### src/rtl/burst_rd_pkg.sv
`default_nettype none
// ==========================================================================
// burst_rd_pkg: shared FSM state encoding and counter-width helpers.  Rev 1.0
// ==========================================================================
package burst_rd_pkg;

  typedef enum logic [1:0] {
    IDLE  = 2'd0,
    ISSUE = 2'd1,
    DRAIN = 2'd2,
    DONE  = 2'd3
  } state_e;

  localparam int FIFO_DEPTH_DFLT = 4;
  localparam int CNT_W           = $clog2(FIFO_DEPTH_DFLT) + 1;

  // Width that holds 0..depth inclusive, for non-default FIFO depths.
  function automatic int cnt_width(input int depth);
    return $clog2(depth) + 1;
  endfunction

endpackage
`default_nettype wire

### src/rtl/rd_fifo.sv
`default_nettype none
// ==========================================================================
// rd_fifo: synchronous first-word-fall-through return buffer.  Rev 1.0
// ==========================================================================
module rd_fifo
  import burst_rd_pkg::*;
#(
  parameter int SIZE_DATA  = 8,
  parameter int FIFO_DEPTH = 4
) (
  input  logic                                i_clk,
  input  logic                                i_rst,
  input  logic                                i_push,
  input  logic [SIZE_DATA-1:0]                i_push_data,
  input  logic                                i_pop,
  output logic [cnt_width(FIFO_DEPTH)-1:0]    o_count,
  output logic                                o_empty,
  output logic                                o_full,
  output logic [SIZE_DATA-1:0]                o_head
);

  localparam int c_ptr_w = $clog2(FIFO_DEPTH);
  localparam int c_cnt_w = cnt_width(FIFO_DEPTH);

  logic [SIZE_DATA-1:0] r_mem [FIFO_DEPTH];
  logic [c_ptr_w-1:0]   r_wr_ptr;
  logic [c_ptr_w-1:0]   r_rd_ptr;
  logic [c_cnt_w-1:0]   r_count;
  logic                 w_push_ok;
  logic                 w_pop_ok;

  assign o_empty = (r_count == '0);
  assign o_full  = (r_count == c_cnt_w'(FIFO_DEPTH));
  assign o_count = r_count;

  // A full FIFO still accepts a push when the head leaves in the same cycle.
  assign w_push_ok = i_push && (!o_full || i_pop);
  assign w_pop_ok  = i_pop && !o_empty;

  assign o_head = o_empty ? '0 : r_mem[r_rd_ptr];

  always_ff @(posedge i_clk) begin
    if (w_push_ok) begin
      r_mem[r_wr_ptr] <= i_push_data;
    end
  end

  always_ff @(posedge i_clk) begin
    if (i_rst) begin
      r_wr_ptr <= '0;
      r_rd_ptr <= '0;
      r_count  <= '0;
    end else begin
      if (w_push_ok) r_wr_ptr <= r_wr_ptr + c_ptr_w'(1);
      if (w_pop_ok)  r_rd_ptr <= r_rd_ptr + c_ptr_w'(1);
      r_count <= r_count + c_cnt_w'(w_push_ok) - c_cnt_w'(w_pop_ok);
    end
  end

endmodule
`default_nettype wire

### src/rtl/burst_rd_ctrl.sv
`default_nettype none
// ==========================================================================
// burst_rd_ctrl: credit-limited burst reader feeding an FWFT return buffer.  Rev 1.0
// ==========================================================================
module burst_rd_ctrl
  import burst_rd_pkg::*;
#(
  parameter int SIZE_ADDR  = 8,
  parameter int SIZE_DATA  = 8,
  parameter int SIZE_LEN   = 8,
  parameter int FIFO_DEPTH = 4
) (
  input  logic                 i_clk,
  input  logic                 i_rst,
  input  logic                 i_start,
  input  logic [SIZE_ADDR-1:0] i_base_addr,
  input  logic [SIZE_LEN-1:0]  i_len,
  output logic                 o_busy,
  output logic                 o_done,
  output logic                 o_err,
  output logic                 o_rd_en,
  output logic [SIZE_ADDR-1:0] o_addr_rd,
  input  logic                 i_valid,
  input  logic [SIZE_DATA-1:0] i_data_rd,
  output logic [SIZE_DATA-1:0] o_data,
  output logic                 o_data_valid,
  input  logic                 i_data_ready
);

  localparam int c_cnt_w = cnt_width(FIFO_DEPTH);
  localparam int c_sum_w = c_cnt_w + 1;

  state_e               r_state;
  state_e               w_state_nxt;
  logic [SIZE_ADDR-1:0] r_addr_q;
  logic [SIZE_LEN-1:0]  r_remaining;
  logic [SIZE_LEN-1:0]  r_popped;
  logic [SIZE_LEN-1:0]  r_len_q;
  logic [c_cnt_w-1:0]   r_outstanding;
  logic                 r_err;
  logic                 r_rd_en;
  logic [SIZE_ADDR-1:0] r_addr_rd;

  logic [c_cnt_w-1:0]   w_fifo_count;
  logic                 w_fifo_empty;
  logic                 w_fifo_full;
  logic [c_sum_w-1:0]   w_inflight;
  logic                 w_credit_ok;
  logic                 w_issue;
  logic                 w_start;
  logic                 w_ret_ok;
  logic                 w_stray;
  logic                 w_pop;
  logic [SIZE_LEN-1:0]  w_popped_nxt;

  assign w_start  = (r_state == IDLE) && i_start;
  assign w_pop    = o_data_valid && i_data_ready;
  assign w_ret_ok = i_valid && (r_outstanding != '0);
  assign w_stray  = i_valid && (r_outstanding == '0);

  // Every word in flight owns a FIFO slot, so returns can never overflow it.
  assign w_inflight  = {1'b0, r_outstanding} + {1'b0, w_fifo_count};
  assign w_credit_ok = !w_fifo_full && (w_inflight < c_sum_w'(FIFO_DEPTH));
  assign w_issue     = (r_state == ISSUE) && (r_remaining != '0) && w_credit_ok;

  assign w_popped_nxt = r_popped + SIZE_LEN'(w_pop);

  rd_fifo #(
    .SIZE_DATA  (SIZE_DATA),
    .FIFO_DEPTH (FIFO_DEPTH)
  ) u_rd_fifo (
    .i_clk       (i_clk),
    .i_rst       (i_rst),
    .i_push      (w_ret_ok),
    .i_push_data (i_data_rd),
    .i_pop       (w_pop),
    .o_count     (w_fifo_count),
    .o_empty     (w_fifo_empty),
    .o_full      (w_fifo_full),
    .o_head      (o_data)
  );

  always_comb begin
    w_state_nxt = r_state;
    case (r_state)
      IDLE: begin
        if (i_start) w_state_nxt = (i_len != '0) ? ISSUE : DONE;
      end
      ISSUE: begin
        if (w_issue && (r_remaining == SIZE_LEN'(1))) w_state_nxt = DRAIN;
      end
      DRAIN: begin
        // Look ahead at this cycle's pop so DONE follows the last pop directly.
        if (w_popped_nxt == r_len_q) w_state_nxt = DONE;
      end
      DONE: begin
        w_state_nxt = IDLE;
      end
      default: begin
        w_state_nxt = IDLE;
      end
    endcase
  end

  always_ff @(posedge i_clk) begin
    if (i_rst) begin
      r_state <= IDLE;
    end else begin
      r_state <= w_state_nxt;
    end
  end

  always_ff @(posedge i_clk) begin
    if (i_rst) begin
      r_addr_q      <= '0;
      r_remaining   <= '0;
      r_popped      <= '0;
      r_len_q       <= '0;
      r_outstanding <= '0;
      r_err         <= 1'b0;
      r_rd_en       <= 1'b0;
      r_addr_rd     <= '0;
    end else begin
      r_rd_en       <= w_issue;
      r_outstanding <= r_outstanding + c_cnt_w'(w_issue) - c_cnt_w'(w_ret_ok);
      if (w_issue) r_addr_rd <= r_addr_q;
      if (w_start) begin
        r_addr_q    <= i_base_addr;
        r_remaining <= i_len;
        r_len_q     <= i_len;
        r_popped    <= '0;
        r_err       <= w_stray;
      end else begin
        if (w_issue) begin
          r_addr_q    <= r_addr_q + SIZE_ADDR'(1);
          r_remaining <= r_remaining - SIZE_LEN'(1);
        end
        r_popped <= w_popped_nxt;
        if (w_stray) r_err <= 1'b1;
      end
    end
  end

  assign o_busy       = (r_state != IDLE);
  assign o_done       = (r_state == DONE);
  assign o_err        = r_err;
  assign o_rd_en      = r_rd_en;
  assign o_addr_rd    = r_addr_rd;
  assign o_data_valid = !w_fifo_empty;

endmodule
`default_nettype wire

### config.mk
export PLATFORM = sky130hd
export DESIGN_NAME = burst_rd_ctrl
export DESIGN_NICKNAME = d
export VERILOG_FILES = /design/src/rtl/burst_rd_pkg.sv /design/src/rtl/rd_fifo.sv /design/src/rtl/burst_rd_ctrl.sv
export SDC_FILE = /design/constraint.sdc
export NUM_CORES = 1
export LEC_CHECK = 0
export ABC_CLOCK_PERIOD_IN_PS = 2900
export CAP_MARGIN = 40
export CORE_MARGIN = 1
export CORE_UTILIZATION = 50
export DETAILED_ROUTE_END_ITERATION = 7
export PLACE_DENSITY = 0.76
export REMOVE_ABC_BUFFERS = 1
export SLEW_MARGIN = 20
export SYNTH_ARGS = -nofsm -noshare
export SYNTH_HDL_FRONTEND = slang
export SYNTH_SLANG_ARGS = --single-unit
### constraint.sdc
create_clock -name i_clk -period 2.9 [get_ports i_clk]
set_input_delay 0.58 -clock i_clk [delete_from_list [all_inputs] [get_ports i_clk]]
set_output_delay 0.58 -clock i_clk [all_outputs]
set_load 0.05 [all_outputs]
* After elaboration in Yosys (flattened, before gate mapping)
Memories as Yosys holds them, arrays and structs flattened. A register that Yosys moved wholly into a read port is not among the register bits.
Index checks and enable logic that the tools add are counted.
** Word-level totals
- Flip-flop bits (word level) :: 54
- Bits in writable memories :: 32
- Word-level logic and storage cells :: 73
- Memories kept :: 1
** Cells by class
- Add/subtract/negate cells :: 10
- $lt $le $gt $ge :: 1
- Equal/unequal tests :: 9
- Multiplexer cells :: 16
- Reductions and logical operators :: 24
** Memory list
- u_rd_fifo.r_mem :: depth 4, width 8, rd ports 1, clocked after Yosys merged registers in 1, write ports 1, RTL line rd_fifo.sv:25 : logic [SIZE_DATA-1:0] r_mem [FIFO_DEPTH];
** Operators by type and width (count)
- $mux W8 :: 5
- $reduce_bool A8 Y1 :: 2
- $mux W2 :: 6
- $logic_and A1 B1 Y1 :: 10
- $add A8 B1 Y8 :: 1
- $add A8 B1 Y8 const B :: 1
- $eq A8 B1 Y1 const B :: 1
- $eq A8 B8 Y1 :: 1
- $pmux W2 S4 :: 1
- $sub A8 B1 Y8 const B :: 1
- $add A3 B1 Y3 :: 2
- $logic_not A3 Y1 :: 2
- $reduce_bool A2 Y1 :: 3
- $sub A3 B1 Y3 :: 2
- $add A2 B1 Y2 const B :: 2
- $add A3 B3 Y4 :: 1
- $eq A2 B2 Y1 const B :: 2
- $lt A4 B3 Y1 const B :: 1
- $mux W1 :: 4
- $ne A2 B2 Y1 const B :: 2
- $eq A3 B3 Y1 const B :: 1
- $reduce_and A3 Y1 :: 1
- $reduce_bool A3 Y1 :: 1
- $eq A2 B1 Y1 const B :: 1
- 5 further kinds :: 6

* Depth between registers and ports, before layout
- Word-level depth :: 7
- Depth in mapped cells :: 15

* Hierarchy
Synthesis repeated with hierarchy kept, for this count alone.
** Second synthesis, totals
- Cell total of the unflattened synthesis :: 378
- Area total of the unflattened synthesis :: 4078.9 µm²
** Modules (own cells, without submodules)
- burst_rd_ctrl :: instances 1, cells an instance 276, area an instance 2359.8 µm², sequential area each 940.9 µm²
- rd_fifo :: instances 1, cells an instance 102, area an instance 1719.1 µm², sequential area each 1141.1 µm²

* Least setup slack after synthesis
No wires, ideal clock.
- Kind :: reg-to-reg
- Start point :: register r_outstanding[2]
- End point :: register r_outstanding[2]
- Arrival :: 2954 ps
- Data required time :: 2772 ps
- Setup slack :: -182 ps
- Cell stages (with the launch flop) :: 15
- Period minus slack after synthesis :: 3082 ps
- Path through :: dfxtp_1 > ha_1 > or4b_1 > a311oi_2 > and2_4 > inv_2 > clkbuf_1 > ha_1 > inv_1 > ha_1 > inv_1 > fa_1 > xor2_1 > xnor2_1 > nor2_1
** On the way
- Word-level cells in the longest chain between the ends :: 6
- Elaborated cells between the ends (all ways) :: 8
- Classes of those cells :: add/sub (3); order compare (1); reduce/logical (4)
** Ends and longest elaborated chain
- start: declaration :: RTL line burst_rd_ctrl.sv:39 : logic [c_cnt_w-1:0] r_outstanding;
- start signal: assignment :: RTL line burst_rd_ctrl.sv:125 : r_outstanding <= r_outstanding + c_cnt_w'(w_issue) - c_cnt_w'(w_ret_ok);
- $add A3 B3 Y4 :: RTL line burst_rd_ctrl.sv:62 : assign w_inflight = {1'b0, r_outstanding} + {1'b0, w_fifo_count};
- $lt A4 B3 Y1 :: RTL line burst_rd_ctrl.sv:63 : assign w_credit_ok = !w_fifo_full && (w_inflight < c_sum_w'(FIFO_DEPTH));
- $logic_and A1 B1 Y1 :: RTL line burst_rd_ctrl.sv:63
- $logic_and A1 B1 Y1 :: RTL line burst_rd_ctrl.sv:64 : assign w_issue = (r_state == ISSUE) && (r_remaining != '0) && w_credit_ok;
- $add A3 B1 Y3 :: RTL line burst_rd_ctrl.sv:125
- $sub A3 B1 Y3 (*) :: RTL line burst_rd_ctrl.sv:125
Every way passes the cells marked *; elsewhere a longest branch is shown, timed or not.
A chain may end at the register's enable or synchronous reset.

* Worst setup path after layout
- Start point :: register u_rd_fifo.r_count[2], in the netlist u_rd_fifo.o_count[2]
- End point :: register r_outstanding[2]
** On the way
- Word-level cells in the longest chain between the ends :: 6
- Elaborated cells between the ends (all ways) :: 8
- Classes of those cells :: add/sub (3); order compare (1); eq/ne (1); reduce/logical (3)
** Ends and longest elaborated chain
- start: declaration :: RTL line rd_fifo.sv:28 : logic [c_cnt_w-1:0] r_count;
- start signal: assignment :: RTL line rd_fifo.sv:56 : r_count <= r_count + c_cnt_w'(w_push_ok) - c_cnt_w'(w_pop_ok);
- $add A3 B3 Y4 / $eq A3 B3 Y1 (equally long branches) :: RTL line burst_rd_ctrl.sv:62, rd_fifo.sv:33
- $lt A4 B3 Y1 / $logic_not A1 Y1 (equally long branches) :: RTL line burst_rd_ctrl.sv:63
- $logic_and A1 B1 Y1 (*) :: RTL line burst_rd_ctrl.sv:63
- $logic_and A1 B1 Y1 (*) :: RTL line burst_rd_ctrl.sv:64
- $add A3 B1 Y3 (*) :: RTL line burst_rd_ctrl.sv:125
- $sub A3 B1 Y3 (*) :: RTL line burst_rd_ctrl.sv:125
Marked as above.

==> flow_metrics.py <==
metrics = {
    "status": {
        "outcome": "complete, no violations",
    },
    "power": {
        "ir_drop_v": 0.000390,
        "pwr_density_cell_nw_per_um2": 849,
        "p_leak_uw": 0.00186,
        "p_total_uw": 4200,
    },
    "floorplanning": {
        "dieArea_sq_um": 8360,
        "start_util": 0.518,
        "fp-row-count": 32,
        "die_x_microns": 91.4,
        "core_sq_um": 7730,
        "ios": 50,
        "die_h_microns": 91.4,
    },
    "global_routing": {
        "grt_max_degree": 30,
        "grt_pass1_wl_mm": 12.9,
        "antenna_found_initial": 0,
        "grt_overflow_total": 0,
        "grt_usage": 0.200,
        "first_global_vias": 2776,
    },
    "clock_network": {
        "clock-root-buffer": "clkbuf_8",
        "cts_hold_buf": 0,
        "cts_tree": "done",
        "numClockSinks": 88,
        "post_cts_buffers": 0,
        "numCtsBuffers": 9,
        "h-tree-depth": 3,
        "clockBufferDepth": 2,
        "path_clk_slew_ps": 80,
        "worst_skew_pair.late_latency_ps": 360,
    },
    "sta": {
        "clock.fmax_mhz": 353,
        "finalMaxSlewViolations": 0,
        "fin_skew_ps": 10.9,
        "setup_viol": 0,
        "period_minus_slack_ps": 2830,
        "worstMarginPinSlew_ps": 568,
        "fin_ws_ps": 71.0,
        "hold_viol": 0,
        "slew_headroom": 0.620,
        "setup_tns_ps": 0,
        "rsz0062_at_grt": "true",
        "holdWs_ps": 460,
        "fin_crit_sh": 0.976,
    },
    "place": {
        "preCtsSetupSlack_ps": -131,
        "dp.cells": 523,
        "port_buffers": 49,
        "gp_congestion": 0.806,
        "dp_hpwl_mm": 5.48,
    },
    "synth": {
        "ys_async_sr_fraction": 0,
        "yosys_warnings": 0,
        "syn_area_sq_um": 4000,
        "synth_fa_ha_area_frac": 0.0726,
        "synth_top_area_frac": 0.280,
        "synthMuxAreaShare": 0.0504,
        "synth_area_per_cell_sq_um": 10.8,
        "yosysTopAreaCell": "dfxtp_1",
        "synthCells": 372,
        "yosysSeqAreaShare": 0.520,
        "synth_ff_type": "dfxtp_1",
        "synth_cell_types": 47,
        "synth.area.top_cells": "dfxtp_1 28%, edfxtp_1 24%, ha_1 6.3%",
        "synthXorXnorAreaFrac": 0.0782,
        "ys_ff_latch": 88,
        "synth_edf_count": 32,
        "synth_top_family_by_area": "simple AND/OR/NAND/NOR gates",
        "synth-compound-area-share": 0.0757,
        "yosys.area_share.simple": 0.167,
    },
    "layout": {
        "antenna_cells": 0,
        "area_growth_pct": 23.5,
        "layout.cells.non_filler": 539,
        "fin_nets": 483,
        "drive_above_1_share": 0.130,
        "fill_cells": 594,
        "mostFrequentLayoutCells": "54 x dfxtp_1, 44 x clkdlybuf4s50_1, 43 x nand2_1",
        "final_common_cell": "dfxtp_1",
    },
    "setup_path": {
        "crit_path_start": "u_rd_fifo.o_count[2]",
        "reg2reg_slack_ps": 70,
        "reg2reg_to": "r_outstanding[2]",
        "critPathCapture": "r_outstanding[2]",
        "path_max_fanout": 4,
        "r2r-start": "u_rd_fifo.o_count[2]",
        "start_kind": "flip-flop",
        "crit_path_end_kind": "flip-flop",
        "crit_required_ps": 3140,
        "criticalPathCategory": "flip-flop to flip-flop",
        "reg2reg_depth": 13,
        "critPathArrivalTime_ps": 3070,
    },
    "job": {
        "max_cap_viol_count": 0,
    },
    "route": {
        "drtPass1Iterations": 4,
        "wl_mm": 7.74,
        "avgRoutedWirePerCell_microns": 14.4,
        "drcViolationCount": 0,
        "antenna_left": 0,
        "dr_total_vias": 2816,
        "viasPerCell": 5.22,
        "dr.first_iter.drc_count": 100,
    },
    "worst_hold_path": {
        "hold_start": "o_addr_rd[3]",
        "min_path_type": "flip-flop to flip-flop",
    },
}
[report_power, final]
group	leakage [uW]	switching [uW]	internal (uW)
Clock	0.0000915	411	365
Combinational	0.00102	1010	765
Sequential	0.000750	157	1490
[cells by family (layout without fill, tap and decap cells)]
kind of cell	Yosys count	count (layout)
and+or+nand+nor	135	135
DFF	88	88
AOI/OAI and AO/OA	48	48
buffers and inverters	35	100
xor gates and xnor gates	34	34
adders and majority gates	22	22
muxes	10	10
[worst min-delay path by stage]
stage / to / depth (start not counted)
global route: o_addr_rd[7] / 2
finish: o_addr_rd[3] / 2
floorplan: r_len_q[3] / 2
detailed placement: o_addr_rd[0] / 2
global placement: o_addr_rd[3] / 2
CTS: o_addr_rd[2] / 2
[worst max-delay path: stages, from the launching register on]
cell and delay, ps:
dfxtp_4 370, ha_4 200, or4b_4 520, a311oi_4 240, and2_4 200, inv_2 50, ha_4 230, inv_2 60
ha_4 120, inv_2 30, fa_2 340, xor2_2 180, xnor2_1 120, nor2_1 50
[state kept, by name, indices dropped and copies added, names as in the netlist, 3 cells and up, named ones only]
signal / cells
o_addr_rd: 8
r_addr_q: 8
r_len_q: 8
r_outstanding: 3
r_popped: 8
r_remaining: 8
u_rd_fifo.o_count: 3
u_rd_fifo.r_mem: 32
[synthesized netlist by cell type, types with 3 or more instances]
master / count
nand2_1: 43
nand4_1: 6
ha_1: 20
nor3_1: 4
mux4_2: 8
a211oi_1: 12
a21oi_1: 23
and3_1: 4
nor2_1: 35
or3_1: 4
clkbuf_1: 13
and2_1: 15
o21ai_0: 4
inv_1: 17
nor2b_1: 3
nand3_1: 7
edfxtp_1: 32
xnor2_1: 18
dfxtp_1: 56
xor2_1: 15
[area by class of cell]
class / count / area, sq um / share of cell area
Inverter: 18 / 67.6 / 0.0137
Clock inverter: 3 / 17.5 / 0.00355
Tap cell: 102 / 128 / 0.0258
Sequential cell: 88 / 2090 / 0.422
Multi-Input combinational cell: 249 / 1850 / 0.374
Clock buffer: 13 / 161 / 0.0327
Timing Repair Buffer: 66 / 631 / 0.128
[per-layer routing]
layer | vias up | routed length [microns] | track usage
li1 | 1402 | - | -
met1 | 1333 | 3470 | 0.251
met2 | 63 | 3780 | 0.323
met3 | 18 | 318 | 0.0402
met4 | 0 | 172 | 0.110
met5 | - | 0 | 0
[metrics by stage]
stage               utilization  cell area [sq um]
detailed placement        0.604               4670
floorplan                     -               3920
finish                    0.639               4940
CTS                       0.634               4900
global route              0.639               4940
global placement          0.604               4670
[what timing repair did]
item / in CTS / in global routing
setup endpoints to repair: 1 / 8
pin swaps: 6 / 4
resized for setup: 11 / 9
Note: power is estimated with default switching activity, not from simulation.
==> patch 1 (config.mk and constraints unchanged) <==
Set the parameter `SIZE_LEN` to 32 (it was 8).
--- a/src/rtl/burst_rd_ctrl.sv
+++ b/src/rtl/burst_rd_ctrl.sv
@@ -7,7 +7,7 @@
 #(
   parameter int SIZE_ADDR  = 8,
   parameter int SIZE_DATA  = 8,
-  parameter int SIZE_LEN   = 8,
+  parameter int SIZE_LEN   = 32,
   parameter int FIFO_DEPTH = 4
 ) (
   input  logic                 i_clk,
Ports: changed (resized i_len); port bits go from 50 to 74. No check against the original RTL was run, so the function may have changed too.
==> patch 1 against the original RTL <==
- maximum frequency is 18% lower
- non-clock buffer count up 148
- sequential cell count is 72 higher
- wire length increased to 2.6 times the old value
- total power is 100% higher
- clock skew down 2.9 ps
- critical path depth up 1
- global-route usage rose by 5.5 points
- the run now ends with setup timing left
- worst setup slack got worse by 630 ps
- largest cell class is now multi-input combinational cells
- cell area increased by 120%
- first-iteration DRC count rose to 4.5 times the old value
- clock power rose to 2.8 times the old value
- area after synthesis increased by 99%
==> patch 1: results (changes against the original RTL) <==
| Metric | Value |
|---|---|
| Status | `finished with violations (was finished clean)` |
| Failing checks | `setup timing` |
| Met1 usage in global routing | `33.8% (was 25.1%)` |
| GP Congestion | `0.914 (was 0.806)` |
| Synth cell count leaders | `nand2_1, dfxtp_1, nor2_1 (was dfxtp_1, nand2_1, nor2_1)` |
| Reg-to-Reg End | `r_state[0] (was r_outstanding[2])` |
| Worst-case reg-to-reg path depth | `14 (was 13)` |
| Max VDD drop | `0.467 mV (was 0.390 mV)` |
| Routed len/inst | `15.9 µm (was 14.4 µm)` |
| Fillers | `1109 (was 594)` |
| NetSw | `0.00319 W (was 0.00157 W)` |
| Reg2reg start | `u_rd_fifo.o_count[1] (was u_rd_fifo.o_count[2])` |
| Post-synthesis sequential area ratio | `44.2% (was 52.0%)` |
| Post-CTS Setup Inserts | `9 (was 0)` |
| Dpl ws | `-1340 ps (was -131 ps)` |
| H-tree levels | `4 (was 3)` |
| Worst Path Arrival | `3800 ps (was 3070 ps)` |
| Final setup fails | `6 (was 0)` |
| Slew margin rel. | `65.4% (was 62.0%)` |
| CP max stage delay | `570 ps (was 520 ps)` |
| Synth Area in Adders | `3.93% (was 7.26%)` |
| Library cells used by synthesis | `72 (was 47)` |
| Setup ws final | `-554 ps (was 71.0 ps)` |
| Leading post-synthesis cells by cell area | `dfxtp_1, edfxtp_1, nand2_1, xnor2_1, xor2_1 (was dfxtp_1, edfxtp_1, ha_1, mux4_2, nand2_1)` |
| Number of global-route vias before repair | `6571 (was 2776)` |
| Power Combinational | `0.00352 W (was 0.00177 W)` |
[patch 1: changes by cell type in the layout (fill, tap and decap cells not counted), moves of 12 or more]
cell / delta
buf_4: +115
a21oi_1: +44
clkdlybuf4s50_1: +19
xnor2_1: +28
nor4_1: +12
nand2_1: +87
dfxtp_1: +70
nor2_1: +52
xor2_1: +27
clkbuf_16: +16
nand3_1: +14
[patch 1: cell type report]
| cell class | instances | share of cell area [%] |
|---|---|---|
| repair buffers | 214 | 17.1 |
| clock inverters | 13 | 1.20 |
| inverters | 23 | 0.804 |
| clock buffers | 19 | 4.03 |
| multi-input cells | 642 | 41.5 |
| flip-flops and latches | 160 | 32.9 |
| well taps | 211 | 2.46 |
[patch 1: per-layer routing]
layer  wire length, µm  vias to the layer above
met3              1020                       33
met5                 0                        -
li1                  -                     3442
met4               372                        0
met2              9740                      212
met1              9310                     3316
[patch 1: cells by family after synthesis]
group,count (synthesis)
flops,160
mux,13
fa+ha+maj,24
simple gates,385
compound gates,130
xor+xnor,90
buf+inv,68
==> patch 2 (same flow settings) <==
Without the edit above. Encoding of `state_e`: now one-hot (4 bits for 4 states).
--- a/src/rtl/burst_rd_pkg.sv
+++ b/src/rtl/burst_rd_pkg.sv
@@ -4,11 +4,11 @@
 // ==========================================================================
 package burst_rd_pkg;
 
-  typedef enum logic [1:0] {
-    IDLE  = 2'd0,
-    ISSUE = 2'd1,
-    DRAIN = 2'd2,
-    DONE  = 2'd3
+  typedef enum logic [3:0] {
+    IDLE  = 4'b0001,
+    ISSUE = 4'b0010,
+    DRAIN = 4'b0100,
+    DONE  = 4'b1000
   } state_e;
 
   localparam int FIFO_DEPTH_DFLT = 4;
Function: same outputs for any inputs over 10 cycles, from zero or initial values and one cycle with i_rst high; not proved beyond that.
==> patch 2 against the original RTL <==
- die area up 3.9%
- maximum frequency increased by 0.75%
- sequential cell count rose by 2
- area after synthesis increased by 4.0%
- first-iteration DRC count grew 32%
- final cell count rose by 2.0%
- combinational power decreased by 19%
- critical path depth shrank 11
- register-to-register slack improved by 240 ps
- cell area grew 0.84%
- worst setup slack improved by 21 ps
- total power decreased by 6.1%
- wire length grew 8.0%
==> patch 2: results (changes against the original RTL) <==
| Metric | Value |
|---|---|
| Status | `finished clean (unchanged)` |
| Clk_buf instances | `9 (was 13)` |
| Family with the most delay on the worst path | `buffers and inverters (was adder cells)` |
| Area delta synth->final | `19.7% (was 23.5%)` |
| Worst Path Arrival | `2230 ps (was 3070 ps)` |
| Met3 wire len | `301 µm (was 318 µm)` |
| Drt initial violations | `132 (was 100)` |
| Total standard cell area after synthesis | `0.00416 mm² (was 0.00400 mm²)` |
| NetSw | `0.00148 W (was 0.00157 W)` |
| Inverter count | `14 (was 18)` |
| Met1 usage in global routing | `27.4% (was 25.1%)` |
| Resized Gates After CTS | `0 (was 11)` |
| Tmin final | `2810 ps (was 2830 ps)` |
| Setup slack, reg-to-reg | `310 ps (was 70 ps)` |
| Fillers | `630 (was 594)` |
| FF/Latch Area | `0.00212 mm² (was 0.00209 mm²)` |
| Reg2reg start | `r_outstanding[2] (was u_rd_fifo.o_count[2])` |
| FF+latch count | `90 (was 88)` |
| M2 GR Usage | `34.1% (was 32.3%)` |
| Number of global-route vias before repair | `2984 (was 2776)` |
| First-pass GRT wire length | `14100 µm (was 12900 µm)` |
| Multi-input logic area | `0.00190 mm² (was 0.00185 mm²)` |
| Overall routing resource usage | `21.1% (was 20.0%)` |
| Post-Layout Cell Count | `550 (was 539)` |
| Buffers, non-clock | `58 (was 66)` |
| Post-Syn Instances | `393 (was 372)` |
| Pin count of the biggest net entering global routing | `33 (was 30)` |
| Placed cells | `534 (was 523)` |
| Synth cell count leaders | `dfxtp_1, nand2_1, edfxtp_1 (was dfxtp_1, nand2_1, nor2_1)` |
| Leak pwr | `1.87 nW (was 1.86 nW)` |
| Leading post-synthesis cells by cell area | `dfxtp_1, edfxtp_1, ha_1, mux4_2, nand2_1 (unchanged)` |
| Library cells used by synthesis | `57 (was 47)` |
| Vias | `3012 (was 2816)` |
| Fraction of layout cells with a size suffix above 1 | `9.60% (was 13.0%)` |
| CP max FO | `8 (was 4)` |
| Met1 Routed Length | `3830 µm (was 3470 µm)` |
| Final hold slack | `464 ps (was 460 ps)` |
| DR WL met2 | `4010 µm (was 3780 µm)` |
| Placed cell areas | `0.00476 mm² (was 0.00467 mm²)` |
| GP Congestion | `0.861 (was 0.806)` |
==> patch 2: worst register-to-register path, cell delays in order (launching register included) <==
cell and delay (ps):
dfxtp_1 350, ha_1 300, nor3_1 180, and4_1 240, and2_4 150, inv_2 40
ha_1 280, inv_1 60, ha_1 120, inv_1 40, fa_1 370, xor2_1 170
xnor2_1 140, nor2_1 50
==> patch 2: logic make-up after synthesis <==
kind of cell,count (synthesis),share of synthesized area [%]
DFF,90,51.0
xor gates and xnor gates,26,6.16
muxes,10,4.81
adders and majority gates,17,5.47
AOI/OAI and AO/OA,70,10.7
and+or+nand+nor,147,18.6
buffers and inverters,33,3.25
==> patch 2: power groups by stage <==
stage | clock [W] | sequential, W | combinational [W]
2_1_floorplan | 0 | 0.00166 | 0.000993
3_3_place_gp | 0 | 0.00165 | 0.00141
3_5_place_dp | 0 | 0.00167 | 0.00145
4_1_cts | 0.000877 | 0.00164 | 0.00146
5_1_grt | 0.000919 | 0.00166 | 0.00159
6_report | 0.000858 | 0.00164 | 0.00144
